[src/rtl/lcd1602_drive.sv]
// HD44780 driver for the DE2 LCD1602 panel: runs the power-on init sequence, then
// rewrites both display lines from a per-frame snapshot of data_in, forever.
module lcd1602_drive #(
    parameter int unsigned TICK_DIV  = 50000,
    parameter int unsigned PWR_TICKS = 20
) (
    input  logic         CLOCK_50,
    input  logic         rst_n,
    input  logic [255:0] data_in,
    input  logic         bl_in,
    output logic [7:0]   LCD_DATA,
    output logic         LCD_RS,
    output logic         LCD_RW,
    output logic         LCD_EN,
    output logic         LCD_ON,
    output logic         LCD_BLON,
    output logic         frame_done
);
    localparam int unsigned DivW = (TICK_DIV > 1) ? $clog2(TICK_DIV) : 1;
    localparam int unsigned PwrW = (PWR_TICKS > 1) ? $clog2(PWR_TICKS) : 1;

    typedef enum logic [2:0] {
        StWaitPwr, StInit, StL1Addr, StL1Char, StL2Addr, StL2Char
    } state_e;
    typedef enum logic [1:0] {PhSetup, PhPulse, PhHold} phase_e;

    state_e          state_q;
    phase_e          phase_q;
    logic [DivW-1:0] div_q;
    logic [PwrW-1:0] pwr_q;
    logic [4:0]      idx_q;
    logic [255:0]    shadow_q;

    logic            tick;
    logic [4:0]      idx_nxt;
    logic [7:0]      char_nxt;
    logic [7:0]      init_nxt;

    assign tick     = (div_q == DivW'(TICK_DIV - 1));
    assign idx_nxt  = idx_q + 5'd1;
    assign char_nxt = shadow_q[{idx_nxt, 3'b000} +: 8];

    always_comb begin
        init_nxt = 8'h06;
        case (idx_nxt)
            5'd1, 5'd2: init_nxt = 8'h38;
            5'd3:       init_nxt = 8'h0C;
            5'd4:       init_nxt = 8'h01;
            default:    init_nxt = 8'h06;
        endcase
    end

    always_ff @(posedge CLOCK_50 or negedge rst_n) begin
        if (!rst_n) begin
            state_q    <= StWaitPwr;
            phase_q    <= PhSetup;
            div_q      <= '0;
            pwr_q      <= '0;
            idx_q      <= '0;
            shadow_q   <= '0;
            LCD_DATA   <= 8'h00;
            LCD_RS     <= 1'b0;
            LCD_RW     <= 1'b0;
            LCD_EN     <= 1'b0;
            LCD_ON     <= 1'b0;
            LCD_BLON   <= 1'b0;
            frame_done <= 1'b0;
        end else begin
            LCD_ON     <= 1'b1;
            LCD_RW     <= 1'b0;
            LCD_BLON   <= bl_in;
            frame_done <= 1'b0;
            div_q      <= tick ? '0 : div_q + DivW'(1);
            if (tick) begin
                if (state_q == StWaitPwr) begin
                    if (pwr_q == PwrW'(PWR_TICKS - 1)) begin
                        state_q  <= StInit;
                        phase_q  <= PhSetup;
                        idx_q    <= '0;
                        LCD_RS   <= 1'b0;
                        LCD_DATA <= 8'h38;
                    end else begin
                        pwr_q <= pwr_q + PwrW'(1);
                    end
                end else begin
                    unique case (phase_q)
                        PhSetup: begin
                            phase_q <= PhPulse;
                            LCD_EN  <= 1'b1;
                        end
                        PhPulse: begin
                            phase_q <= PhHold;
                            LCD_EN  <= 1'b0;
                        end
                        default: begin
                            phase_q <= PhSetup;
                            // idx_q parks at 31 in L1_ADDR so that idx_nxt wraps to char 0
                            case (state_q)
                                StInit: begin
                                    LCD_RS <= 1'b0;
                                    if (idx_q == 5'd5) begin
                                        state_q  <= StL1Addr;
                                        idx_q    <= 5'd31;
                                        LCD_DATA <= 8'h80;
                                        shadow_q <= data_in;
                                    end else begin
                                        idx_q    <= idx_nxt;
                                        LCD_DATA <= init_nxt;
                                    end
                                end
                                StL1Addr: begin
                                    state_q  <= StL1Char;
                                    idx_q    <= idx_nxt;
                                    LCD_RS   <= 1'b1;
                                    LCD_DATA <= char_nxt;
                                end
                                StL1Char: begin
                                    if (idx_q == 5'd15) begin
                                        state_q  <= StL2Addr;
                                        LCD_RS   <= 1'b0;
                                        LCD_DATA <= 8'hC0;
                                    end else begin
                                        idx_q    <= idx_nxt;
                                        LCD_DATA <= char_nxt;
                                    end
                                end
                                StL2Addr: begin
                                    state_q  <= StL2Char;
                                    idx_q    <= idx_nxt;
                                    LCD_RS   <= 1'b1;
                                    LCD_DATA <= char_nxt;
                                end
                                StL2Char: begin
                                    if (idx_q == 5'd31) begin
                                        state_q    <= StL1Addr;
                                        LCD_RS     <= 1'b0;
                                        LCD_DATA   <= 8'h80;
                                        shadow_q   <= data_in;
                                        frame_done <= 1'b1;
                                    end else begin
                                        idx_q    <= idx_nxt;
                                        LCD_DATA <= char_nxt;
                                    end
                                end
                                default: begin
                                    state_q <= StWaitPwr;
                                    pwr_q   <= '0;
                                end
                            endcase
                        end
                    endcase
                end
            end
        end
    end
endmodule

[config.mk]
export PLATFORM = sky130hd
export DESIGN_NAME = lcd1602_drive
export DESIGN_NICKNAME = d
export VERILOG_FILES = /design/src/rtl/lcd1602_drive.sv
export SDC_FILE = /design/constraint.sdc
export NUM_CORES = 1
export LEC_CHECK = 0
export CORE_MARGIN = 2
export CORE_UTILIZATION = 35
export CTS_CLUSTER_SIZE = 30
export DETAILED_ROUTE_END_ITERATION = 10
export DONT_BUFFER_PORTS = 1
export PLACE_DENSITY = 0.58
export SLEW_MARGIN = 5
export SYNTH_ARGS = -nofsm -noshare
export SYNTH_HDL_FRONTEND = slang
export SYNTH_SLANG_ARGS = --single-unit
[constraint.sdc]
create_clock -name CLOCK_50 -period 4.6 [get_ports CLOCK_50]
set_input_delay 1.38 -clock CLOCK_50 [delete_from_list [all_inputs] [get_ports CLOCK_50]]
set_output_delay 1.38 -clock CLOCK_50 [all_outputs]
set_load 0.02 [all_outputs]
==> impl_metrics.sql <==
INSERT INTO impl_metrics (metric_group, metric, value, unit) VALUES
('outcome', 'outcome', 'finished, final reports clean', ''),
('global_route', 'grt_first_pass_wirelength', '54.80', 'mm'),
('critical_path', 'worstPathMaxFanout', '45', ''),
('cts', 'clock_tree.root_cell', 'clkbuf_16', ''),
('floorplanning', 'start_util', '35.46', '%'),
('layout', 'final_net_count', '1244', ''),
('drt', 'first_pass_iters', '4', ''),
('logic_synthesis', 'synth_area', '0.01409', 'mm2'),
('critical_path', 'worst-setup-path-type', 'reg2reg', ''),
('place', 'portBuffers', '0', ''),
('power_and_ir_drop', 'internal_power', '4.364', 'mW'),
('critical_path', 'cp_slowest_cell', 'ha_4', ''),
('global_route', 'globalRoute.totalOverflow', '0', ''),
('logic_synthesis', 'synth.net_count', '1264', ''),
('place', 'place_hpwl', '26.09', 'mm'),
('timing', 'finalSetupViolations', '0', ''),
('logic_synthesis', 'synth_ff_type', 'dfrtp_1', ''),
('drt', 'vias', '8186', ''),
('timing', 'fmaxAchievable', '0.3034', 'GHz'),
('min_path', 'worstHoldPathType', 'reg2reg', ''),
('place', 'gp_congestion', '0.9239', ''),
('timing', 'tns', '0', 'ns'),
('layout', 'finalInstanceArea', '0.01573', 'mm2'),
('cts', 'cts_max_path_buffers', '3', ''),
('floorplanning', 'io_pins', '273', ''),
('timing', 'final_hold_viol_count', '0', ''),
('drt', 'via_count_normalized_by_instance_count', '5.329', ''),
('floorplanning', 'row_count', '73', ''),
('cts', 'cts_sinks', '300', ''),
('critical_path', 'crit_path_start_kind', 'flip-flop', ''),
('logic_synthesis', 'syn_avg_cell_area', '14.17', 'um2'),
('drt', 'wirelength_per_cell', '23.69', 'um'),
('floorplanning', 'die_area', '0.04187', 'mm2'),
('power_and_ir_drop', 'pwr_density_cell', '348.1', 'mW/mm2'),
('cts', 'clk_pin_slew', '0.06', 'ns'),
('logic_synthesis', 'async_flop_share', '100.0', '%'),
('cts', 'worstSkewPairLatency', '0.52', 'ns'),
('cts', 'tritoncts_clock_tree', 'yes', ''),
('global_route', 'grtUsageTotal', '17.40', '%'),
('timing', 'portion_of_the_clock_cycle_consumed_by_the_worst_path_in_the_final_layout', '71.65', '%'),
('critical_path', 'crit_required', '5.00', 'ns'),
('timing', 'min_period', '3.296', 'ns'),
('floorplanning', 'core', '0.03973', 'mm2'),
('floorplanning', 'die_height', '204.6', 'um'),
('critical_path', 'arrival_time_of_data_at_the_critical_path_endpoint', '3.70', 'ns'),
('global_route', 'number_of_antenna_violations_at_the_first_check_in_global_routing', '25', ''),
('place', 'postPlaceCellArea', '0.01452', 'mm2'),
('logic_synthesis', 'synth_largest_area_cell', 'dfrtp_1', ''),
('layout', 'layout-drive-gt1-share', '17.00', '%'),
('drt', 'antenna_left', '0', ''),
('timing', 'maxSlewViolCount', '0', ''),
('logic_synthesis', 'synth_seq_area_share', '53.29', '%'),
('logic_synthesis', 'netlist_top_cells_count', 'dfrtp_1 (300), mux2_1 (240), nand2_1 (79)', ''),
('floorplanning', 'chipWidth', '204.6', 'um'),
('critical_path', 'worstSetupEndpointType', 'flip-flop', ''),
('cts', 'post-cts-setup-buffer-count', '0', ''),
('cts', 'cts.hold.buffers_added', '0', ''),
('logic_synthesis', 'ys_ff_latch', '300', ''),
('power_and_ir_drop', 'power.combinational.fraction', '0.1', '%'),
('timing', 'finClkSkew', '0.01835', 'ns'),
('power_and_ir_drop', 'vdd_ir_drop_max', '0.2751', 'mV'),
('logic_synthesis', 'synth-edff-count', '0', ''),
('timing', 'max_slew.worst_pin.slew', '0.9072', 'ns'),
('power_and_ir_drop', 'swShare', '20.30', '%'),
('cts', 'cts_repair_resize_count', '0', ''),
('logic_synthesis', 'netlist_top_cells_area', 'dfrtp_1 (53%), mux2_1 (19%), mux4_2 (10%)', ''),
('job', 'drv_cap', '0', ''),
('logic_synthesis', 'yosys.area.top_type_share', '53.29', '%'),
('power_and_ir_drop', 'portion_of_total_power_attributed_to_the_clock_network', '51.7', '%'),
('layout', 'area_growth', '11.65', '%'),
('logic_synthesis', 'synth_warnings', '0', '');
-- metrics by stage --
stage               hold WS [ns]  utilization, %  power [mW]  worst slack [ns]  cells
floorplan                 0.4522               -       2.694             1.647    994
finish                    0.4810           39.59       5.476             1.304   1536
detailed placement        0.4696           36.55       2.693             1.264   1463
CTS                       0.4829           39.52       5.561             1.241   1525
global placement          0.4624           36.55       2.693             1.336   1463
global route              0.4947           39.57       5.655             1.057   1532
-- flip-flops by register name, indices dropped and copies added, names as in the netlist --
signal / flops
shadow_q: 256
LCD_DATA: 8
div_q: 16
idx_q: 5
LCD_EN: 1
state_q: 3
frame_done: 1
LCD_ON: 1
phase_q: 2
pwr_q: 5
LCD_BLON: 1
LCD_RS: 1
-- power groups by stage --
| stage | Combinational, mW | Sequential, mW | Clock, mW |
|---|---|---|---|
| after global placement | 0.00281 | 2.69 | 0 |
| after CTS | 0.00281 | 2.64 | 2.92 |
| after detailed placement | 0.00281 | 2.69 | 0 |
| after global routing | 0.00291 | 2.64 | 3.01 |
| final | 0.00285 | 2.64 | 2.83 |
| after floorplan | 0.00347 | 2.69 | 0 |
-- layout make-up --
type	count	area [um2]	area share, %
Antenna cell	11	27.53	0.1750
Clock buffer	48	1017	6.467
Clock inverter	14	163.9	1.042
Inverter	10	37.54	0.2386
Multi-Input combinational cell	619	6211	39.48
Sequential cell	300	7511	47.75
Tap cell	525	656.9	4.176
Timing Repair Buffer	9	105.1	0.6682
-- logic make-up after synthesis --
| logic type | Yosys count | share of synthesized area [%] |
|---|---|---|
| other | 2 | 0.05331 |
| buffers and inverters | 75 | 2.957 |
| adders and majority gates | 11 | 0.9769 |
| and+or+nand+nor | 194 | 7.087 |
| AOI/OAI and AO/OA | 64 | 3.135 |
| DFF | 300 | 53.29 |
| muxes | 331 | 31.45 |
| xor gates and xnor gates | 17 | 1.057 |
-- final timing paths --
kind                              start       endpoint  slack (ns)  cells after the start
max reg2reg                    idx_q[0]    LCD_DATA[6]        1.30                      9
max                            idx_q[0]    LCD_DATA[6]        1.30                      9
min in group asynchronous         rst_n  shadow_q[117]        0.56                      0
min                        shadow_q[22]   shadow_q[22]        0.48                      1
min reg2reg                shadow_q[22]   shadow_q[22]        0.48                      1
max in group asynchronous         rst_n       pwr_q[2]        3.34                      0
-- layer usage --
metal	vias up	track usage [%]	wire, um
met5	-	0	149
met4	24	4.633	800
met3	80	7.302	3219
met2	237	26.27	16650
met1	4189	23.00	15570
li1	3656	-	-
-- cell usage in the layout, fill, tap and decap left out, types with 5 or more instances in the layout --
cell,Yosys,layout
mux4_2,63,63
nand4_1,33,33
clkinv_2,0,5
mux2_1,240,240
clkbuf_1,24,6
buf_4,24,6
clkbuf_16,0,37
nor3_1,5,5
nand2_1,79,79
dfrtp_1,300,299
ha_1,11,10
o21ai_0,24,24
xor2_1,9,8
clkinvlp_4,0,5
diode_2,0,11
a21oi_1,8,8
nor2_1,26,26
inv_1,9,9
xnor2_1,8,6
nand3_1,14,14
mux2i_1,5,5
clkbuf_8,0,5
mux2_2,23,23
Power figures use the tool's default switching activity.
